===== config.mk =====
export PLATFORM = sky130hd
export DESIGN_NAME = maria_regfile_flat
export DESIGN_NICKNAME = d
export VERILOG_FILES = /design/src/rtl/maria_pkg.sv /design/src/rtl/maria_regfile_if.sv /design/src/rtl/maria_wsync.sv /design/src/rtl/maria_regfile.sv /design/src/flat_wrapper.sv
export SDC_FILE = /design/constraint.sdc
export NUM_CORES = 1
export LEC_CHECK = 0
export BUFFER_PORTS_ARGS = -buffer_cell sky130_fd_sc_hd__buf_4
export CORE_MARGIN = 4
export CORE_UTILIZATION = 40
export CTS_CLUSTER_DIAMETER = 200
export DETAILED_ROUTE_END_ITERATION = 10
export PLACE_DENSITY = 0.69
export SLEW_MARGIN = 10
export SYNTH_ARGS = -nofsm -noshare
export SYNTH_HDL_FRONTEND = slang
export SYNTH_HIERARCHICAL = 1
export SYNTH_SLANG_ARGS = --single-unit
export TNS_END_PERCENT = 50

===== constraint.sdc =====
create_clock -name sysclock -period 14.5 [get_ports sysclock]
set_clock_uncertainty 0.05 [all_clocks]
set_input_delay 0.725 -clock sysclock [delete_from_list [all_inputs] [get_ports sysclock]]
set_output_delay 0.725 -clock sysclock [all_outputs]
set_load 0.02 [all_outputs]

===== src/rtl/maria_pkg.sv =====
// Shared MARIA register-file definitions: register offsets, reset constants
// and the WSYNC state encoding.
package maria_pkg;

    localparam logic [4:0] OFF_BG       = 5'h00;
    localparam logic [4:0] OFF_WSYNC    = 5'h04;
    localparam logic [4:0] OFF_MSTAT    = 5'h08;
    localparam logic [4:0] OFF_ZPH      = 5'h0C;
    localparam logic [4:0] OFF_ZPL      = 5'h10;
    localparam logic [4:0] OFF_CHARBASE = 5'h14;
    localparam logic [4:0] OFF_CTRL     = 5'h1C;

    localparam logic [7:0]  CTRL_RST = 8'h70;
    localparam logic [15:0] DPP_NTSC = 16'h0084;
    localparam logic [15:0] DPP_PAL  = 16'h2730;

    typedef enum logic {
        WS_RUN  = 1'b0,
        WS_HOLD = 1'b1
    } wsync_state_e;

endpackage


===== src/rtl/maria_regfile_if.sv =====
// CPU-side bus of the MARIA register window: strobe, select, direction,
// offset and data in both directions.
interface maria_regfile_if;
    logic       bus_en;
    logic       cs_maria;
    logic       we_b;
    logic [4:0] addr;
    logic [7:0] db_in;
    logic [7:0] db_out;

    modport master (
        output bus_en, cs_maria, we_b, addr, db_in,
        input  db_out
    );

    modport slave (
        input  bus_en, cs_maria, we_b, addr, db_in,
        output db_out
    );
endinterface


===== src/rtl/maria_wsync.sv =====
// WSYNC halt FSM: a WSYNC write stalls the CPU (ready=0) until the next
// end-of-scanline strobe.
module maria_wsync
    import maria_pkg::*;
(
    input  logic clk,
    input  logic rst,
    input  logic wsync_wr,
    input  logic line_end,
    output logic ready
);

    wsync_state_e state_q, state_d;

    always_ff @(posedge clk or posedge rst) begin
        if (rst) state_q <= WS_RUN;
        else     state_q <= state_d;
    end

    // A WSYNC write always wins over a coincident line_end.
    always_comb begin
        state_d = state_q;
        ready   = 1'b1;
        case (state_q)
            WS_RUN: begin
                if (wsync_wr) state_d = WS_HOLD;
            end
            WS_HOLD: begin
                ready = 1'b0;
                if (line_end && !wsync_wr) state_d = WS_RUN;
            end
            default: state_d = WS_RUN;
        endcase
    end

endmodule


===== src/rtl/maria_regfile.sv =====
// MARIA CPU register file: palettes, CTRL, CHARBASE, ZP staging/DPP, MSTAT read.
// Define MARIA_READBACK_EN to make stored registers readable.
module maria_regfile
    import maria_pkg::*;
#(
    parameter int unsigned PALETTES = 8,
    parameter int unsigned PAL      = 0
) (
    input  logic                        sysclock,
    input  logic                        reset,
    maria_regfile_if.slave              bus,
    input  logic [7:0]                  status_in,
    input  logic                        line_end,
    input  logic                        frame_start,
    output logic                        ready,
    output logic [7:0]                  ctrl,
    output logic [7:0]                  char_base,
    output logic [15:0]                 dpp,
    output logic [3*PALETTES:0][7:0]    color_map,
    output logic [1:0]                  zp_pending
);

    localparam logic [15:0] DPP_RST = (PAL == 1) ? DPP_PAL : DPP_NTSC;

    logic [7:0]               ctrl_q, ctrl_d, cb_q, cb_d, db_out_q, db_out_d;
    logic [7:0]               zph_q, zph_d, zpl_q, zpl_d, rd_val;
    logic [15:0]              dpp_q, dpp_d;
    logic [1:0]               pend_q, pend_d;
    logic [3*PALETTES:0][7:0] cmap_q, cmap_d;
    logic                     wr, rd, is_col;
    logic [4:0]               cmap_idx;

    assign wr     = bus.bus_en & bus.cs_maria & ~bus.we_b;
    assign rd     = bus.bus_en & bus.cs_maria &  bus.we_b;
    assign is_col = (bus.addr[1:0] != 2'b00);
    // Offset 4p+c+1 maps to entry 1+3p+c, i.e. 3p + addr[1:0].
    assign cmap_idx = ({2'b00, bus.addr[4:2]} << 1) + {2'b00, bus.addr[4:2]}
                    + {3'b000, bus.addr[1:0]};

    always_comb begin
        rd_val = '0;
        if (bus.addr == OFF_MSTAT) begin
            rd_val = status_in;
        end
`ifdef MARIA_READBACK_EN
        else if (is_col) begin
            for (int unsigned i = 1; i <= 3 * PALETTES; i++) begin
                if (cmap_idx == 5'(i)) rd_val = cmap_q[i];
            end
        end else begin
            case (bus.addr)
                OFF_BG:       rd_val = cmap_q[0];
                OFF_ZPH:      rd_val = zph_q;
                OFF_ZPL:      rd_val = zpl_q;
                OFF_CHARBASE: rd_val = cb_q;
                OFF_CTRL:     rd_val = ctrl_q;
                default:      rd_val = '0;
            endcase
        end
`endif
    end

    always_comb begin
        ctrl_d   = ctrl_q;
        cb_d     = cb_q;
        cmap_d   = cmap_q;
        zph_d    = zph_q;
        zpl_d    = zpl_q;
        db_out_d = rd ? rd_val : db_out_q;
        // DPP takes the pre-write staged value; a coincident ZP write re-arms its pending bit.
        dpp_d    = frame_start ? {zph_q, zpl_q} : dpp_q;
        pend_d   = frame_start ? 2'b00 : pend_q;
        if (wr) begin
            if (is_col) begin
                for (int unsigned i = 1; i <= 3 * PALETTES; i++) begin
                    if (cmap_idx == 5'(i)) cmap_d[i] = bus.db_in;
                end
            end else begin
                case (bus.addr)
                    OFF_BG:       cmap_d[0] = bus.db_in;
                    OFF_ZPH:      begin zph_d = bus.db_in; pend_d[1] = 1'b1; end
                    OFF_ZPL:      begin zpl_d = bus.db_in; pend_d[0] = 1'b1; end
                    OFF_CHARBASE: cb_d = bus.db_in;
                    OFF_CTRL:     ctrl_d = bus.db_in;
                    default:      ;
                endcase
            end
        end
    end

    always_ff @(posedge sysclock or posedge reset) begin
        if (reset) begin
            ctrl_q   <= CTRL_RST;
            cb_q     <= '0;
            cmap_q   <= '0;
            db_out_q <= '0;
            zph_q    <= DPP_RST[15:8];
            zpl_q    <= DPP_RST[7:0];
            dpp_q    <= DPP_RST;
            pend_q   <= '0;
        end else begin
            ctrl_q   <= ctrl_d;
            cb_q     <= cb_d;
            cmap_q   <= cmap_d;
            db_out_q <= db_out_d;
            zph_q    <= zph_d;
            zpl_q    <= zpl_d;
            dpp_q    <= dpp_d;
            pend_q   <= pend_d;
        end
    end

    maria_wsync u_wsync (
        .clk      (sysclock),
        .rst      (reset),
        .wsync_wr (wr && (bus.addr == OFF_WSYNC)),
        .line_end (line_end),
        .ready    (ready)
    );

    assign bus.db_out = db_out_q;
    assign ctrl       = ctrl_q;
    assign char_base  = cb_q;
    assign dpp        = dpp_q;
    assign color_map  = cmap_q;
    assign zp_pending = pend_q;

endmodule


===== src/flat_wrapper.sv =====
// flat-port wrapper written by rule: the top's interface ports become plain ports
module maria_regfile_flat import maria_pkg::*;
#(
    parameter int unsigned PALETTES = 8,
    parameter int unsigned PAL      = 0
)
  (sysclock, reset, status_in, line_end, frame_start, ready, ctrl, char_base, dpp, color_map, zp_pending, bus_bus_en, bus_cs_maria, bus_we_b, bus_addr, bus_db_in, bus_db_out);
  maria_regfile_if bus_i ();
  input  logic sysclock;
  input  logic reset;
  input  logic [7:0] status_in;
  input  logic line_end;
  input  logic frame_start;
  output logic ready;
  output logic [7:0] ctrl;
  output logic [7:0] char_base;
  output logic [15:0] dpp;
  output logic [3*PALETTES:0][7:0] color_map;
  output logic [1:0] zp_pending;
  input wire logic [$bits(bus_i.bus_en)-1:0] bus_bus_en;
  input wire logic [$bits(bus_i.cs_maria)-1:0] bus_cs_maria;
  input wire logic [$bits(bus_i.we_b)-1:0] bus_we_b;
  input wire logic [$bits(bus_i.addr)-1:0] bus_addr;
  input wire logic [$bits(bus_i.db_in)-1:0] bus_db_in;
  output wire logic [$bits(bus_i.db_out)-1:0] bus_db_out;
  assign bus_i.bus_en = bus_bus_en;
  assign bus_i.cs_maria = bus_cs_maria;
  assign bus_i.we_b = bus_we_b;
  assign bus_i.addr = bus_addr;
  assign bus_i.db_in = bus_db_in;
  assign bus_db_out = bus_i.db_out;
  maria_regfile #(.PALETTES(PALETTES), .PAL(PAL)) u_core (.sysclock(sysclock), .reset(reset), .bus(bus_i), .status_in(status_in), .line_end(line_end), .frame_start(frame_start), .ready(ready), .ctrl(ctrl), .char_base(char_base), .dpp(dpp), .color_map(color_map), .zp_pending(zp_pending));
endmodule

==> flow_summary_export.csv, run 1 <==
group,metric,value,unit
clock_network,numCtsBuffers,27,
setup_path,crit_required,14.85,ns
clock_network,h-tree-depth,1,
sta,post-route-period-util,0.263,
power_and_ir_drop,power_density,143,nW/µm²
place,hpwl,18100,µm
grt,grt_usage,0.188,
clock_network,path_clk_slew,0.06,ns
hold_path,hold_depth,2,
floorplan,num_rows,58,
detailed_routing,ant_nets,0,
setup_path,r2r_start,"u_core/color_map[166]",
floorplan,dieWidth,169,µm
power_and_ir_drop,clkPwrFrac,0.348,
power_and_ir_drop,switchingPower,555,µW
sta,relSlewSlack,0.376,
sta,worst_pin_slew,0.937,ns
run,max_cap_violations,0,
power_and_ir_drop,internal_power,1.38,mW
clock_network,cts_tree,"built",
synthesis,synth_top_family_by_area,"multiplexers",
grt,grt_antenna_before_repair,0,
synthesis,yosys-top-cells-area,"dfrtp_1 (61%), mux2_2 (27%), nor3_4 (2.4%), dfstp_2 (1.8%), clkbuf_1 (0.94%)",
hold_path,min_path_type,"in -> reg",
synthesis,synth_xor_area_frac,0.000847,
floorplan,start_util,0.408,
clock_network,post_cts_buffers,0,
synthesis,syn_avg_cell_area,16.3,µm²
detailed_routing,drtIter0Drc,322,
power_and_ir_drop,power_frac_comb,0.209,
grt,first_global_vias,6829,
setup_path,end_kind,"flip-flop",
detailed_routing,wl_per_cell,21.7,µm
synthesis,synth_fa_ha_area_frac,0.00992,
synthesis,ys_seq_elements,259,
detailed_routing,vias_per_cell,5.03,
power_and_ir_drop,p_seq_frac,0.443,
power_and_ir_drop,power_switching_share,0.287,
final_layout,diodes,0,
setup_path,cp-start-kind,"input pin",
setup_path,r2r-end,"u_core/color_map[166]",
floorplan,io_pins,271,
synthesis,yosysTopAreaCellShare,0.610,
setup_path,worstRegToRegCells,1,
synthesis,synth_cell_types,44,
setup_path,crit_path_top_delay_cell,"fa_1",
grt,grt_first_pass_wirelength,42000,µm
clock_network,clock_latency,0.53,ns
grt,grt_max_degree,133,
sta,fin_tns_setup,0,ns
hold_path,holdCritStartpoint,"line_end",
synthesis,yosys_warnings,6,
setup_path,worstSetupPathType,"in -> reg",
setup_path,worstPathCellList,"buf_4 > inv_1 > fa_1 > inv_1 > ha_1 > fa_1 > inv_2 > and2_1 > and4_1 > mux2_2",
synthesis,synth.largest_area_cell,"dfrtp_1",
hold_path,whs_endpoint,"u_core/u_wsync/state_q",
setup_path,reg2reg_slack,13.64,ns
sta,drv_slew,0,
power_and_ir_drop,p_leak,7.13,nW
final_layout,final_area,13500,µm²
sta,period_needed,3.82,ns
setup_path,cp.arrival,4.17,ns
synthesis,synth_compound_area_frac,0.0131,
setup_path,worst-path-max-fanout,10,
detailed_routing,drt-pass1-iter-count,4,
status,status,"finished, final reports clean",
power_and_ir_drop,total_power,1.93,mW
synthesis,synth_mux_area_frac,0.270,
floorplan,die_h,169,µm
sta,hold_viol_final,0,
sta,rsz0062_at_grt,"no",
sta,fmax,262,MHz
synthesis,syn-num-nets,670,
synthesis,synth_area,10300,µm²
clock_network,cts_max_path_buffers,3,
sta,finalSetupViolCount,0,
grt,grt-ovfl-total,0,
power_and_ir_drop,peakVddDrop,0.106,mV
final_layout,area_growth_syn_to_layout,30.8,%
detailed_routing,wl,27200,µm
final_layout,final_nets,936,
clock_network,cts_root_buf,"clkbuf_16",
synthesis,yosysSeqAreaShare,0.628,
detailed_routing,drc,0,
synthesis,synthSimpleGateAreaFrac,0.0583,
setup_path,critical_path.max_stage_delay,1.07,ns
final_layout,drive_gt1_frac,0.661,
place,placed_cell_area,12600,µm²
detailed_routing,vias,6278,
floorplan,core,25300,µm²
place,portBuffers,270,
synthesis,synthCells,635,
floorplan,die_area,28500,µm²
place,gp_congestion,0.780,
clock_network,cts.sinks,259,
==> Yosys cell counts <==
cell,count
a211oi_1,1
a21o_1,1
a22o_1,8
and2_1,4
and3_1,2
and4_1,4
and4b_2,1
and4bb_2,1
buf_1,1
buf_2,5
buf_4,3
buf_6,1
clkbuf_1,26
dfrtp_1,252
dfstp_2,7
fa_1,2
ha_1,5
inv_1,11
inv_2,2
mux2_1,2
mux2_2,246
nand2_1,2
nand2_2,3
nand2b_1,2
nand3_1,1
nand3_2,3
nand3_4,2
nand3b_4,2
nand4_2,1
nor2_1,4
nor2_2,1
nor2b_1,1
nor3_4,15
nor4_1,1
nor4b_4,2
o21ai_0,1
o21ba_2,1
o21bai_2,1
o22ai_1,1
o31a_1,2
or2_1,1
or2_2,1
or4_1,1
xnor2_1,1
==> through the flow <==
stage / std cells / setup slack, ns / hold slack (ns) / util
finish: 1249 / 10.68 / 0.315 / 0.534
global route: 1249 / 10.56 / 0.290 / 0.534
CTS: 1249 / 10.72 / 0.282 / 0.534
detailed placement: 1201 / 10.15 / 0.437 / 0.499
global placement: 1201 / 10.25 / 0.432 / 0.499
floorplan: 635 / 6.64 / 0.404 / -
==> placed cells by master, fill, tap and decap left out, types with 3 or more instances in the layout <==
cell	netlist	final
ha_1	5	5
clkinv_2	0	7
a22o_1	8	8
and4_1	4	4
clkbuf_16	0	27
nor2_1	4	4
dfrtp_1	252	252
nand3_2	3	3
and2_1	4	4
dfstp_2	7	7
buf_4	3	272
inv_1	11	10
nand2_2	3	3
nor3_4	15	15
clkbuf_8	0	3
mux2_2	246	246
==> cells by family after synthesis <==
group	after synthesis
flops	259
simple gates	55
fa+ha+maj	7
compound gates	16
xor+xnor	1
buf+inv	49
mux	248
==> worst max-delay path, delay by kind of cell <==
kind	cells	cell delay, ns
muxes	1	0.32
adders and majority gates	3	1.80
buffers and inverters	4	0.65
and+or+nand+nor	2	0.65
==> power groups by stage <==
stage | Combinational [mW] | Sequential [mW] | Clock (mW)
after global placement | 0.403 | 0.866 | 0
after detailed placement | 0.408 | 0.868 | 0
after CTS | 0.410 | 0.857 | 0.696
after floorplan | 0.124 | 0.963 | 0
final | 0.404 | 0.856 | 0.672
after global routing | 0.430 | 0.867 | 0.726
==> layout make-up <==
class	instances	area, µm²
fillers	2121	11800
inverters	13	56.3
multi-input cells	327	3640
flip-flops and latches	259	6490
clock buffers	32	724
repair buffers	273	2050
well taps	330	413
clock inverters	15	145
==> what timing repair did <==
item                                   4_1_cts  5_1_grt
endpoints found under the hold margin        1        0
gates resized for setup                      0        0
hold buffers                                 1        0
==> registers in the layout, summed over array words and instances, names as in the netlist <==
name                    count
u_core/zp_pending           2
u_core/bus.db_out           8
u_core/char_base            8
u_core/ctrl                 8
u_core/zpl_q                8
u_core/u_wsync/state_q      1
u_core/color_map          200
u_core/dpp                 16
u_core/zph_q                8
==> worst max-delay path by stage <==
stage          cells past startpoint  slack (ns)        start                    end
3_3_place_gp                       9       10.25  bus_addr[3]  u_core/color_map[112]
2_1_floorplan                      1        6.64        reset   u_core/bus.db_out[0]
4_1_cts                           10       10.72  bus_addr[3]  u_core/color_map[146]
5_1_grt                           10       10.56  bus_addr[3]  u_core/color_map[148]
3_5_place_dp                       9       10.15  bus_addr[3]  u_core/color_map[114]
6_report                          10       10.68  bus_addr[3]  u_core/color_map[148]
==> routing by layer <==
metal	vias up	GRT usage	part of all wire
met4	0	0.0459	0.024
met1	3224	0.251	0.42
met3	42	0.0624	0.087
li1	2795	-	-
met2	217	0.298	0.46
met5	-	0	0
No activity file was read; power rests on OpenSTA's default activity.
==> inputs of run 2 (changes only) <==
- ABC_AREA: unset -> 1
- clock period: 14.5 -> 3.85 ns (I/O delays scaled with it)
==> run 2 against run 1 <==
Compared with the run above: via count rose by 42%; synthesized cell count up 80%; first-iteration DRC count rose to 3.0 times the previous value; critical path depth rose by 2; die area increased by 0.99%; clock power grew to 4.4 times the previous value; non-clock buffer count increased by 26; global-route usage up 3.3 points; critical path type unchanged; highest routed layer unchanged.
==> flow_summary_export.csv, run 2 <==
group,metric,value,unit
grt,grt_max_degree,107,
grt,grt_usage,0.221,
setup_path,cp-start-kind,"input pin",
final_layout,area_growth_syn_to_layout,32.9,%
setup_path,worstPathCellList,"buf_4 > inv_1 > fa_1 > inv_1 > ha_1 > fa_1 > nand2_1 > nand3_1 > nor2_2 > nand2_1 > nand2_1 > nand2_1",
power_and_ir_drop,power_frac_comb,0.213,
synthesis,yosysSeqAreaShare,0.621,
sta,period_needed,2.66,ns
synthesis,ys.flop_type,"dfrtp_1",
sta,post-route-period-util,0.691,
setup_path,reg2reg_slack,3.02,ns
final_layout,final_common_cell,"nand2_1",
final_layout,drive_gt1_frac,0.266,
place,placed_cell_area,12800,µm²
detailed_routing,wl,32600,µm
sta,fin_ws,1.19,ns
clock_network,h-tree-depth,1,
setup_path,critical_path.max_stage_delay,0.60,ns
clock_network,numCtsBuffers,28,
setup_path,worstSetupPathType,"in -> reg",
sta,holdWs,0.0411,ns
synthesis,synth_area,10400,µm²
clock_network,clock_latency,0.53,ns
setup_path,end_kind,"flip-flop",
power_and_ir_drop,switchingPower,2.38,mW
sta,drv_slew,0,
clock_network,cts_tree,"built",
final_layout,largest_reg_flops,200,
final_layout,seq_area,6490,µm²
synthesis,syn_avg_cell_area,9.15,µm²
setup_path,crit_required,4.22,ns
synthesis,yosysMostFrequentCell,"nand2_1",
setup_path,cp.arrival,3.03,ns
sta,worst_pin_slew,0.730,ns
grt,grt-ovfl-total,0,
hold_path,min_path_type,"in -> async",
floorplan,die_area,28800,µm²
final_layout,multi_input_area,3510,µm²
grt,grt_antenna_before_repair,0,
run,max_cap_violations,0,
clock_network,cts_root_buf,"clkbuf_16",
detailed_routing,drt-pass1-iter-count,6,
sta,rsz0062_at_grt,"no",
clock_network,ctsResizeCount,0,
setup_path,worst-path-max-fanout,16,
final_layout,diodes,0,
final_layout,final_nets,1442,
synthesis,synth.largest_area_cell,"dfrtp_1",
detailed_routing,drtIter0Drc,970,
synthesis,synth_edf_count,0,
final_layout,num-fill-cells,2272,
power_and_ir_drop,p_leak,7.73,nW
detailed_routing,vias_per_cell,5.08,
place,dp_slack,0.645,ns
clock_network,cts.sinks,259,
synthesis,synthCells,1142,
grt,first_global_vias,8719,
power_and_ir_drop,peakVddDrop,0.376,mV
clock_network,post_cts_buffers,0,
detailed_routing,drc,0,
synthesis,yosys-top-cells-area,"dfrtp_1 (60%), nand2_1 (17%), nand3_1 (9.7%), o21ai_0 (2.6%), dfstp_2 (1.8%)",
power_and_ir_drop,total_power,7.95,mW
place,hpwl,21400,µm
synthesis,async_reset_ff_frac,1.00,
synthesis,synthTopCellsByCount,"nand2_1 (469), dfrtp_1 (252), nand3_1 (202)",
detailed_routing,wl_per_cell,18.6,µm
synthesis,syn-num-nets,1177,
clock_network,cts_max_path_buffers,3,
setup_path,crit_top_cell,"nand2_1",
place,gp_congestion,0.803,
power_and_ir_drop,internal_power,5.58,mW
floorplan,die_h,170,µm
grt,grt_first_pass_wirelength,50500,µm
status,status,"finished, final reports clean",
floorplan,start_util,0.410,
sta,finalSetupViolCount,0,
detailed_routing,vias,8932,
sta,fin_tns_setup,0,ns
sta,hold_viol_final,0,
synthesis,ys_seq_elements,259,
power_and_ir_drop,clkPwrFrac,0.371,
synthesis,yosys_warnings,6,
sta,relSlewSlack,0.513,
floorplan,io_pins,271,
synthesis,yosysTopAreaCellShare,0.604,
detailed_routing,ant_nets,0,
place,portBuffers,270,
power_and_ir_drop,power_switching_share,0.299,
setup_path,crit_path_top_delay_cell,"nor2_2",
power_and_ir_drop,p_seq_frac,0.416,
floorplan,num_rows,58,
final_layout,layout_common_cells,"nand2_1 (469), buf_4 (286), dfrtp_1 (252)",
clock_network,path_clk_slew,0.06,ns
synthesis,synth_cell_types,25,
power_and_ir_drop,power_density,573,nW/µm²
floorplan,core,25500,µm²
sta,fmax,376,MHz
floorplan,dieWidth,170,µm
final_layout,final_area,13900,µm²
## run 2: worst max-delay path, delay by kind of cell
| family | cells | cell delay (ns) |
|---|---|---|
| adder cells (fa/ha/maj) | 3 | 1.18 |
| AND/OR/NAND/NOR | 6 | 1.43 |
| buffers and inverters | 3 | 0.22 |
## run 2: area by class of cell
type	instances	area share
clock inverter	9	0.0142
sequential	259	0.467
tap	330	0.0297
multi-input combinational	779	0.253
timing repair buffer	299	0.165
inverter	40	0.0111
clock buffer	42	0.0594
## run 2: worst paths after layout
check / start / to / cells after the start
max in group asynchronous: reset / u_core/color_map[28] / 4
worst min-delay path: reset / u_core/u_wsync/state_q / 3
worst max-delay path: bus_addr[2] / u_core/color_map[191] / 12
worst min register to register: u_core/color_map[43] / u_core/color_map[43] / 2
min in group sysclock: bus_we_b / u_core/bus.db_out[7] / 4
worst max register to register: u_core/dpp[3] / u_core/dpp[3] / 1
## run 2: metal layers
metal,GRT usage,vias up,wire length (µm)
met5,0,-,0
met3,0.0580,52,2890
met2,0.360,382,15700
met4,0.0606,0,777
met1,0.294,4306,13300
li1,-,4192,-
## run 2: power groups by stage
stage	combinational [mW]	clock [mW]	sequential, mW
2_1_floorplan	0.487	0	3.73
3_3_place_gp	1.68	0	3.35
3_5_place_dp	1.71	0	3.35
4_1_cts	1.72	3.01	3.31
5_1_grt	1.84	3.13	3.35
6_report	1.69	2.95	3.31
## run 2: logic make-up (layout without fill, tap and decap cells)
| kind of cell | after synthesis | after routing | synth area share |
|---|---|---|---|
| fa+ha+maj | 7 | 7 | 0.00982 |
| flops | 259 | 259 | 0.621 |
| buf+inv | 104 | 390 | 0.0427 |
| mux | 16 | 16 | 0.0172 |
| compound gates | 58 | 58 | 0.0278 |
| simple gates | 698 | 698 | 0.281 |
## run 2: what timing repair did
action / in CTS / in global routing
hold endpoints to repair: 32 / 0
hold buffers: 11 / 0
endpoints found under the setup margin: 0 / 0
## run 2: per-stage QoR
| stage | std cells | utilization |
|---|---|---|
| 2_1_floorplan | 1142 | - |
| 3_3_place_gp | 1696 | 0.501 |
| 3_5_place_dp | 1696 | 0.501 |
| 4_1_cts | 1758 | 0.545 |
| 5_1_grt | 1758 | 0.545 |
| 6_report | 1758 | 0.545 |
